### src/rtl/hazard_ctrl.sv
// Stall and forwarding control for the 5-stage MIPS pipeline. A Tnew scoreboard follows the
// writers in E/M/W and is checked against the Tuse of the D-stage instruction's operands.
module hazard_ctrl #(
  parameter int unsigned TNEW_W = 2
) (
  input  logic       clk,
  input  logic       reset,
  input  logic       d_j_l,
  input  logic       d_calc_r,
  input  logic       d_calc_i,
  input  logic       d_lui,
  input  logic       d_load,
  input  logic       d_store,
  input  logic       d_branch,
  input  logic       d_jr,
  input  logic [4:0] d_rs,
  input  logic [4:0] d_rt,
  input  logic [4:0] d_a3,
  input  logic       d_wren,
  output logic       stall,
  output logic [1:0] fwd_rs_d,
  output logic [1:0] fwd_rt_d,
  output logic [1:0] fwd_rs_e,
  output logic [1:0] fwd_rt_e,
  output logic       fwd_rt_m
);

  typedef logic [TNEW_W-1:0] tnew_t;

  logic       rs_use, rt_use;
  tnew_t      rs_tuse, rt_tuse;
  logic [4:0] rs_u, rt_u;
  logic       d_writer;
  tnew_t      d_tnew;

  logic       e_valid_q, m_valid_q, w_valid_q;
  logic [4:0] e_a3_q, m_a3_q, w_a3_q;
  tnew_t      e_tnew_q, m_tnew_q;
  logic [4:0] e_rs_q, e_rt_q, m_rt_q;

  function automatic logic hit(input logic v, input logic [4:0] a3, input logic [4:0] r);
    return v && (a3 == r) && (r != 5'd0);
  endfunction

  // A younger writer that is not ready blocks older stages from being chosen.
  function automatic logic [1:0] pick(input logic e_hit, input logic e_rdy, input logic m_hit,
                                      input logic m_rdy, input logic w_hit);
    if (e_hit) return e_rdy ? 2'd1 : 2'd0;
    if (m_hit) return m_rdy ? 2'd2 : 2'd0;
    if (w_hit) return 2'd3;
    return 2'd0;
  endfunction

  always_comb begin
    rs_use  = 1'b0;
    rt_use  = 1'b0;
    rs_tuse = '0;
    rt_tuse = '0;
    if (d_branch) begin
      rs_use = 1'b1;
      rt_use = 1'b1;
    end else if (d_jr) begin
      rs_use = 1'b1;
    end else if (d_calc_r) begin
      rs_use  = 1'b1;
      rt_use  = 1'b1;
      rs_tuse = TNEW_W'(1);
      rt_tuse = TNEW_W'(1);
    end else if (d_calc_i || d_load) begin
      rs_use  = 1'b1;
      rs_tuse = TNEW_W'(1);
    end else if (d_store) begin
      rs_use  = 1'b1;
      rt_use  = 1'b1;
      rs_tuse = TNEW_W'(1);
      rt_tuse = TNEW_W'(2);
    end
  end

  // Unused operands are carried as $0 so they can never stall or forward.
  assign rs_u = rs_use ? d_rs : 5'd0;
  assign rt_u = rt_use ? d_rt : 5'd0;

  assign d_writer = d_wren && (d_calc_r || d_calc_i || d_lui || d_load || d_j_l);
  assign d_tnew   = d_load ? TNEW_W'(2) : (d_calc_r || d_calc_i || d_lui) ? TNEW_W'(1) : '0;

  assign stall =
      (hit(e_valid_q, e_a3_q, rs_u) && (e_tnew_q > rs_tuse)) ||
      (hit(m_valid_q, m_a3_q, rs_u) && (m_tnew_q > rs_tuse)) ||
      (hit(e_valid_q, e_a3_q, rt_u) && (e_tnew_q > rt_tuse)) ||
      (hit(m_valid_q, m_a3_q, rt_u) && (m_tnew_q > rt_tuse));

  assign fwd_rs_d = pick(hit(e_valid_q, e_a3_q, rs_u), e_tnew_q == '0,
                         hit(m_valid_q, m_a3_q, rs_u), m_tnew_q == '0,
                         hit(w_valid_q, w_a3_q, rs_u));
  assign fwd_rt_d = pick(hit(e_valid_q, e_a3_q, rt_u), e_tnew_q == '0,
                         hit(m_valid_q, m_a3_q, rt_u), m_tnew_q == '0,
                         hit(w_valid_q, w_a3_q, rt_u));
  assign fwd_rs_e = pick(1'b0, 1'b0, hit(m_valid_q, m_a3_q, e_rs_q), m_tnew_q == '0,
                         hit(w_valid_q, w_a3_q, e_rs_q));
  assign fwd_rt_e = pick(1'b0, 1'b0, hit(m_valid_q, m_a3_q, e_rt_q), m_tnew_q == '0,
                         hit(w_valid_q, w_a3_q, e_rt_q));
  assign fwd_rt_m = hit(w_valid_q, w_a3_q, m_rt_q);

  always_ff @(posedge clk or posedge reset) begin
    if (reset) begin
      e_valid_q <= 1'b0;
      e_a3_q    <= '0;
      e_tnew_q  <= '0;
      e_rs_q    <= '0;
      e_rt_q    <= '0;
      m_valid_q <= 1'b0;
      m_a3_q    <= '0;
      m_tnew_q  <= '0;
      m_rt_q    <= '0;
      w_valid_q <= 1'b0;
      w_a3_q    <= '0;
    end else begin
      w_valid_q <= m_valid_q;
      w_a3_q    <= m_a3_q;
      m_valid_q <= e_valid_q;
      m_a3_q    <= e_a3_q;
      m_tnew_q  <= (e_tnew_q == '0) ? '0 : e_tnew_q - TNEW_W'(1);
      m_rt_q    <= e_rt_q;
      if (stall) begin
        e_valid_q <= 1'b0;
        e_a3_q    <= '0;
        e_tnew_q  <= '0;
        e_rs_q    <= '0;
        e_rt_q    <= '0;
      end else begin
        e_valid_q <= d_writer;
        e_a3_q    <= d_a3;
        e_tnew_q  <= d_writer ? d_tnew : '0;
        e_rs_q    <= rs_u;
        e_rt_q    <= rt_u;
      end
    end
  end

endmodule
### config.mk
export PLATFORM = sky130hd
export DESIGN_NAME = hazard_ctrl
export DESIGN_NICKNAME = d
export VERILOG_FILES = /design/src/rtl/hazard_ctrl.sv
export SDC_FILE = /design/constraint.sdc
export NUM_CORES = 1
export LEC_CHECK = 0
export CAP_MARGIN = 30
export CORE_MARGIN = 3
export CORE_UTILIZATION = 35
export CTS_CLUSTER_SIZE = 28
export DETAILED_ROUTE_END_ITERATION = 7
export GPL_TIMING_DRIVEN = 0
export PLACE_DENSITY = 0.62
export SLEW_MARGIN = 20
export SYNTH_ARGS = -nofsm -noshare
export SYNTH_HDL_FRONTEND = slang
export SYNTH_SLANG_ARGS = --single-unit
### constraint.sdc
create_clock -name clk -period 2.6 [get_ports clk]
set_input_delay 0.39 -clock clk [delete_from_list [all_inputs] [get_ports clk]]
set_output_delay 0.39 -clock clk [all_outputs]
set_load 0.03 [all_outputs]
## Yosys cells after proc, flatten, opt, wreduce, memory -nomap -nowiden

Cells that the tools add are included.

| operators by class | value |
|---|---|
| multiplexer cells | 70 |
| add/sub/neg operators | 1 |
| reduce and logical (&&, ||, !) cells | 42 |
| div/mod/pow operators | 0 |
| $lt $le $gt $ge | 4 |
| $mul | 0 |
| eq/ne operators | 11 |
| bitwise gates (word level) | 0 |
| shift operators | 0 |

Operators with widths:

| kind | number |
|---|---|
| $mux W2 | 30 |
| $eq A5 B5 Y1 | 11 |
| $mux W1 | 35 |
| $logic_and A1 B1 Y1 | 27 |
| $mux W5 | 5 |
| $reduce_bool A5 Y1 | 5 |
| $gt A2 B2 Y1 | 4 |
| $logic_or A1 B1 Y1 | 8 |
| $logic_not A2 Y1 | 2 |
| $sub A2 B1 Y2 const B | 1 |

| storage, ports and cells | value |
|---|---|
| bits in latches | 0 |
| bits in writable memories | 0 |
| register bits | 37 |
| bits in read-only memories | 0 |
| memories | 0 |
| logic and storage cells | 139 |
| bits of input ports | 26 |

## Depth between registers and ports, before layout

Gate-level depths: netlist (run 1).

| depth | value |
|---|---|
| depth in word-level cells | 16 |
| gate-level depth with buffers | 9 |
| depth with buffers taken out | 8 |

## Worst setup path before layout (run 1)

Ideal clock, no wire load.

| path | value |
|---|---|
| kind | input to output |
| start | input d_calc_i |
| end | output stall |
| required time | 2.210 ns |
| data arrival time | 2.315 ns |
| buffers on the path | 0 |
| stages on the path | 8 |
| path slack | -0.105 ns |
| cells stage by stage | or3_1 -> o21a_1 -> ha_1 -> nor2_1 -> nor2_1 -> or4_4 -> o211ai_4 -> or2_1 |

| on the way | value |
|---|---|
| longest elaborated chain between the ends | 13 |
| elaborated cells between the ends (all ways) | 44 |
| classes of those cells | 4 x order compare; 4 x eq/ne; 18 x mux; 18 x reduce/logical |

RTL lines:

| what | line | source |
|---|---|---|
| start, declared | 10 | `input logic d_calc_i,` |
| $logic_or A1 B1 Y1 * | 69 | `end else if (d_calc_i \|\| d_load) begin` |
| $mux W1 | 69 |  |
| $mux W1 | 64 | `end else if (d_calc_r) begin` |
| $mux W1 | 62 | `end else if (d_jr) begin` |
| $mux W1 | 59 | `if (d_branch) begin` |
| $mux W5 | 81 | `assign rs_u = rs_use ? d_rs : 5'd0;` |
| $eq A5 B5 Y1 | 42 | `return v && (a3 == r) && (r != 5'd0);` |
| $logic_and A1 B1 Y1 (2 in series) | 42 |  |
| $logic_and A1 B1 Y1, on equally long branches | 88, 89 |  |
| $logic_or A1 B1 Y1 | 88 | `(hit(e_valid_q, e_a3_q, rs_u) && (e_tnew_q > rs_tuse)) \|\|` |
| $logic_or A1 B1 Y1 | 89 | `(hit(m_valid_q, m_a3_q, rs_u) && (m_tnew_q > rs_tuse)) \|\|` |
| $logic_or A1 B1 Y1 * | 90 | `(hit(e_valid_q, e_a3_q, rt_u) && (e_tnew_q > rt_tuse)) \|\|` |
| end, declared | 20 | `output logic stall,` |

Every way passes the cells marked *; elsewhere a longest branch is shown, timed or not.

## Worst setup path after layout (run 1)

| path | value |
|---|---|
| start | input d_calc_r |
| end | output stall |

| on the way | value |
|---|---|
| longest elaborated chain between the ends | 11 |
| elaborated cells between the ends (all ways) | 39 |
| classes of those cells | 4 x order compare; 4 x eq/ne; 14 x mux; 17 x reduce/logical |

RTL lines:

| what | line | source |
|---|---|---|
| start, declared | 9 | `input logic d_calc_r,` |
| $mux W1 | 64 |  |
| $mux W1 | 62 |  |
| $mux W1 | 59 |  |
| $mux W5 | 81 |  |
| $eq A5 B5 Y1 | 42 |  |
| $logic_and A1 B1 Y1 (2 in series) | 42 |  |
| $logic_and A1 B1 Y1, on equally long branches | 88, 89 |  |
| $logic_or A1 B1 Y1 | 88 |  |
| $logic_or A1 B1 Y1 | 89 |  |
| $logic_or A1 B1 Y1 * | 90 |  |

Marked as above.

==> impl_metrics.yaml, run 1 <==
final_layout:
  layout.cells.non_filler: 385
  utilization: 0.471
  fin_nets: 323
  insertedDiodeCount: 0
  area_delta_synth_final_pct: 25.8
  fill_cells: 646
  drive_gt1_frac: 0.277
placement:
  gp_congestion: 0.773
  hpwl_mm: 4.56
  dp.cells: 372
  io_buffers: 26
  place_ws_ns: -1.34
worst_setup_path:
  r2r_slack_ns: 0.49
  r2r_cells: 8
  critPathCaptureType: "output pin"
  r2r_end: "e_rs_q[0]"
  critical_path.startpoint_type: "input port"
  cp_max_fo: 6
  timing.rr.start: "m_a3_q[1]"
  crit_arrival_ns: 2.38
  critPathRequiredTime_ns: 2.21
  crit_type: "input port to output pin"
synth:
  synth_top_area_cell: "dfrtp_1"
  synth_nets: 285
  synth_area_leaders: "dfrtp_1, xnor2_1, xor2_1"
  syn_area_mm2: 0.00247
  avgSynthCellArea_um2: 9.77
  ys_types: 47
  yosysWarnings: 0
  synthDominantCellAreaShare: 0.375
  ys_ff_latch: 37
  yosysSeqAreaShare: 0.375
  syn_inst: 253
grt:
  grtUsageTotal: 0.156
  grt_max_degree: 38
  antenna_found_initial: 0
  overflow: 0
  grt_pass1_vias: 2020
  grt_pass1_wl_mm: 10.0
hold_path:
  hold_path_end: "e_tnew_q[1]"
  worstHoldStart: "d_load"
  hold_path_class: "input port to flop"
  min_path_cells: 3
clocking:
  htree_levels: 2
  clockRootBuffer: "clkbuf_8"
  cts_max_path_buffers: 2
  cts_buffers: 5
  clk_pin_slew_ns: 0.07
  cts_tree: "built"
  clk_latency_ns: 0.29
  cts.sink_count: 37
timing:
  finalCritPeriodShare: 1.06
  fin_ws_ns: -0.166
  relSlewSlack: 0.489
  setup_viol: 1
  hold_violations: 0
  worstMarginPinSlew_ns: 0.765
  slew_violations: 0
  fmax_ghz: 0.362
  final.min_clock_period_ns: 2.77
  rsz0062_at_grt: "true"
  skew_ns: 0.00443
route:
  firstDrtPassIters: 4
  drcViolationCount: 0
  via_per_inst: 5.14
  drt-total-wl_mm: 6.28
  drt_iter0_drc: 105
  vias: 1979
  ant_nets: 0
  avgRoutedWirePerCell_um: 16.3
flow_run:
  maxCapViolCount: 0
die:
  rows: 29
  initial_core_util: 0.374
  core_mm2: 0.00660
  die_area_mm2: 0.00810
  die_h_um: 90.0
  die_x_um: 90.0
  num_io_pins: 36
power:
  p_per_area_mw_per_mm2: 508
  p_leak_nw: 1.29
  vdd_drop_max_mv: 0.318
outcome:
  violations: "negative setup slack"
  outcome: "finished, violations left"
## layer usage
| metal | wire, um | track usage | vias to the layer above | part of all wire |
|---|---|---|---|---|
| li1 | - | - | 956 | - |
| met1 | 2820 | 0.207 | 955 | 0.45 |
| met2 | 3070 | 0.261 | 60 | 0.49 |
| met3 | 328 | 0.0259 | 8 | 0.052 |
| met4 | 68 | 0.0434 | 0 | 0.011 |
| met5 | 0 | 0 | - | 0 |
## sequential cells by signal, summed over array words and instances (netlist names)
name       count
e_a3_q         5
e_rs_q         5
e_rt_q         5
m_a3_q         5
m_rt_q         5
w_a3_q         5
e_tnew_q       2
m_tnew_q       2
e_valid_q      1
m_valid_q      1
w_valid_q      1
## how the worst max path moves through the flow
stage,cells after the start,slack (ns),startpoint,to
6_report,10,-0.17,d_calc_r,stall
5_1_grt,10,-0.25,d_calc_r,stall
4_1_cts,10,-0.18,d_calc_r,stall
3_5_place_dp,10,-1.34,d_calc_r,stall
3_3_place_gp,9,-1.34,d_calc_r,stall
2_1_floorplan,8,0.007,d_calc_r,stall
## cells in the final DEF, fill, tap and decap left out, types with 7 or more instances in the layout
cell type / instances
buf_4: 12
clkbuf_8: 7
clkdlybuf4s50_1: 9
dfrtp_1: 31
nand2_1: 22
nand4_1: 8
nor2_1: 14
nor3_1: 9
nor3_2: 10
xnor2_1: 35
xor2_1: 15
## repair_timing
action,CTS,global route
buffers inserted,4,6
cloned,0,0
pin swaps,7,3
endpoints found under the setup margin,28,5
hold buffers,0,0
endpoints found under the hold margin,0,0
gates resized for setup,68,13
## logic make-up (layout without fill, tap and decap cells)
logic type,Yosys count,in the layout,synth area share
muxes,1,1,0.00456
DFF,37,37,0.375
adders and majority gates,6,6,0.0304
xor gates and xnor gates,50,50,0.177
AOI/OAI and AO/OA,25,25,0.0861
and+or+nand+nor,107,107,0.268
buffers and inverters,27,66,0.0587
## power breakdown
| group | total, mW | internal [mW] | switching, mW |
|---|---|---|---|
| registers | 0.667 | 0.614 | 0.0531 |
| logic | 0.309 | 0.152 | 0.157 |
| clock network | 0.602 | 0.386 | 0.216 |
## final cells by class
cell class                      count  area, um^2  area share
Multi-Input combinational cell    189        1460       0.470
Sequential cell                    37         933       0.300
Timing Repair Buffer               36         327       0.105
Tap cell                           93         116      0.0374
Buffer                             17         114      0.0366
Clock buffer                        5        68.8      0.0221
Clock inverter                      3        68.8      0.0221
Inverter                            5        18.8     0.00604
## worst max-delay path, cell delays in order
cell and delay, ns:
buf_8 0.11, or3_4 0.38, o21a_1 0.21, ha_1 0.28
nor2_1 0.09, nor2_1 0.04, or4_4 0.49, o211ai_4 0.11
or2_4 0.15, buf_6 0.12
## synthesized netlist by cell type, drive strengths merged
| cell type | count |
|---|---|
| o211ai | 2 |
| clkbuf | 17 |
| buf | 5 |
| nand4 | 8 |
| a2111o | 2 |
| o21a | 3 |
| o31ai | 1 |
| or3b | 1 |
| or2 | 4 |
| or3 | 3 |
| nor4b | 3 |
| xor2 | 15 |
| o21ai | 2 |
| nor3 | 21 |
| o32a | 2 |
| a22o | 1 |
| and3 | 1 |
| nor2b | 2 |
| nand2 | 22 |
| or4 | 1 |
| dfrtp | 37 |
| nor3b | 5 |
| a31oi | 3 |
| nor4 | 8 |
| a21oi | 5 |
| nor4bb | 2 |
| nand4b | 1 |
| ha | 6 |
| a211o | 1 |
| inv | 5 |
| nor2 | 16 |
| and2 | 5 |
| xnor2 | 35 |
| o2111a | 3 |
| mux2 | 1 |
| nand3 | 4 |
## metrics by stage
stage	area [um^2]	power, mW	hold slack, ns	setup TNS (ns)
detailed placement	2850	0.969	0.357	-12.36
CTS	3020	1.57	0.334	-0.180
global placement	2850	0.962	0.356	-12.16
finish	3110	1.58	0.337	-0.166
floorplan	2470	0.870	0.352	0
global route	3110	1.66	0.358	-0.299
Note: power is estimated with default switching activity, not from simulation.
==> run 2, diff against run 1 <==
--- a/config.mk
+++ b/config.mk
@@ -7,11 +7,11 @@
 export LEC_CHECK = 0
 export CAP_MARGIN = 30
 export CORE_MARGIN = 3
-export CORE_UTILIZATION = 35
+export CORE_UTILIZATION = 49
 export CTS_CLUSTER_SIZE = 28
 export DETAILED_ROUTE_END_ITERATION = 7
 export GPL_TIMING_DRIVEN = 0
-export PLACE_DENSITY = 0.62
+export PLACE_DENSITY = 0.8
 export SLEW_MARGIN = 20
 export SYNTH_ARGS = -nofsm -noshare
 export SYNTH_HDL_FRONTEND = slang
==> run 2 against run 1 <==
The flow still finishes with violations (negative setup slack). Global-route usage increased by 5.7 points. Clock power decreased by 29%. Via count decreased by 0.20%. Largest cell class unchanged. Register-to-register slack got worse by 0.07 ns. Non-clock buffer count decreased by 5. Setup slack got worse by 0.0096 ns. Final cell count decreased by 8.1%. Cell area decreased by 5.7%. Worst hold slack got worse by 0.0047 ns. Critical path type unchanged.
==> impl_metrics.yaml, run 2 (synthesis results as in run 1) <==
worst_setup_path:
  critPathMaxStageDelay_ns: 0.49
  critical_path.top_delay_family: "simple AND/OR/NAND/NOR gates"
  path_cells: "buf_8 > or3_4 > o21a_1 > ha_1 > nor2_1 > nor2_1 > or4_4 > o211ai_4 > or2_4 > buf_6"
  cpMaxStageDelayCell: "or4_4"
  r2r_slack_ns: 0.42
  critical_path.startpoint_type: "input port"
  critPathRequiredTime_ns: 2.21
  path_common_cell: "nor2_1"
  crit_buf_inv: 2
  r2r_cells: 8
  r2r_end: "e_rs_q[2]"
  cp_max_fo: 6
  crit_arrival_ns: 2.39
  crit_type: "input port to output pin"
  critPathCaptureType: "output pin"
  timing.rr.start: "m_a3_q[0]"
final_layout:
  final_cell_mix: "xnor2_1, dfrtp_1, nand2_1"
  layout.cells.non_filler: 354
  insertedDiodeCount: 0
  utilization: 0.613
  fill_cells: 404
  fin_nets: 318
  drive_gt1_frac: 0.247
  multi_input_area_mm2: 0.00142
  regArea_um2: 932
  final_common_cell: "xnor2_1"
  area_delta_synth_final_pct: 18.6
grt:
  grtUsageTotal: 0.212
  grt_max_degree: 38
  antenna_found_initial: 0
  overflow: 0
  grt_pass1_vias: 1998
  grt_pass1_wl_mm: 9.88
power:
  p_sw_mw: 0.417
  vdd_drop_max_mv: 0.303
  clockPowerShare: 0.307
  switching_share: 0.301
  p_int_mw: 0.970
  combinationalPowerShare: 0.212
  p_leak_nw: 1.24
  seq_power_share: 0.480
  p_per_area_mw_per_mm2: 473
route:
  via_per_inst: 5.58
  drcViolationCount: 0
  ant_nets: 0
  firstDrtPassIters: 4
  avgRoutedWirePerCell_um: 16.7
  drt-total-wl_mm: 5.90
  vias: 1975
  drt_iter0_drc: 94
outcome:
  outcome: "finished, violations left"
  violations: "negative setup slack"
timing:
  fmax_ghz: 0.360
  relSlewSlack: 0.507
  setup_viol: 1
  setup_tns_ns: -0.176
  worstMarginPinSlew_ns: 0.738
  rsz0062_at_grt: "true"
  hold_violations: 0
  final.min_clock_period_ns: 2.78
  skew_ns: 0.00581
  fin_ws_ns: -0.176
  finalCritPeriodShare: 1.07
  slew_violations: 0
clocking:
  cts_hold_buf: 0
  clockRootBuffer: "clkbuf_8"
  clk_latency_ns: 0.29
  clk_pin_slew_ns: 0.07
  cts_max_path_buffers: 2
  cts_buffers: 5
  htree_levels: 2
  cts_tree: "built"
  cts.sink_count: 37
hold_path:
  hold_path_end: "e_tnew_q[1]"
  min_path_cells: 3
  worstHoldStart: "d_load"
  hold_path_class: "input port to flop"
flow_run:
  maxCapViolCount: 0
die:
  die_x_um: 77.0
  core_mm2: 0.00479
  initial_core_util: 0.516
  rows: 25
  die_h_um: 77.0
  num_io_pins: 36
  die_area_mm2: 0.00593
placement:
  gp_congestion: 0.833
  dp.cells: 346
  hpwl_mm: 4.33
  place_ws_ns: -1.34
  io_buffers: 26
==> run 2: worst max-delay path by stage <==
stage,depth (start not counted),end,slack [ns],from
6_report,10,stall,-0.18,d_calc_r
2_1_floorplan,8,stall,0.007,d_calc_r
5_1_grt,10,stall,-0.26,d_calc_r
4_1_cts,10,stall,-0.20,d_calc_r
3_5_place_dp,10,stall,-1.34,d_load
3_3_place_gp,10,stall,-1.34,d_calc_r
==> run 2: cell type report <==
| cell class | count | share of cell area |
|---|---|---|
| plain buffers | 17 | 0.0388 |
| inverters | 5 | 0.00640 |
| repair buffers | 31 | 0.0896 |
| clock buffers | 6 | 0.0282 |
| clock inverters | 2 | 0.00469 |
| well taps | 67 | 0.0286 |
| multi-input cells | 189 | 0.486 |
| flip-flops and latches | 37 | 0.318 |
==> run 2: what timing repair did <==
action / CTS / global route
endpoints found under the setup margin: 28 / 7
gates cloned: 0 / 0
pin swaps: 6 / 5
buffers inserted: 4 / 1
gates resized for setup: 64 / 15
==> run 2: power groups by stage <==
stage               clock [mW]  sequential (mW)  combinational (mW)
floorplan                    0            0.649               0.221
global placement             0            0.659               0.297
detailed placement           0            0.661               0.307
CTS                      0.429            0.663               0.295
global route             0.452            0.672               0.325
finish                   0.426            0.666               0.294
==> run 2: per-stage QoR <==
step	hold WS (ns)	area, um^2	total power [mW]
finish	0.332	2930	1.39
global route	0.351	2930	1.45
floorplan	0.352	2470	0.870
CTS	0.338	2930	1.39
global placement	0.353	2820	0.956
detailed placement	0.361	2820	0.968
==> run 2: tightest hold or removal path: cells and delay by family <==
kind | cells | cell delay [ns]
simple gates | 2 | 0.08
buf+inv | 1 | 0.11
==> run 2: per-layer routing <==
| metal | vias to the layer above | track usage | part of all wire |
|---|---|---|---|
| li1 | 947 | - | - |
| met1 | 948 | 0.247 | 0.41 |
| met2 | 70 | 0.374 | 0.51 |
| met3 | 10 | 0.0587 | 0.067 |
| met4 | 0 | 0.0747 | 0.020 |
| met5 | - | 0 | 0 |
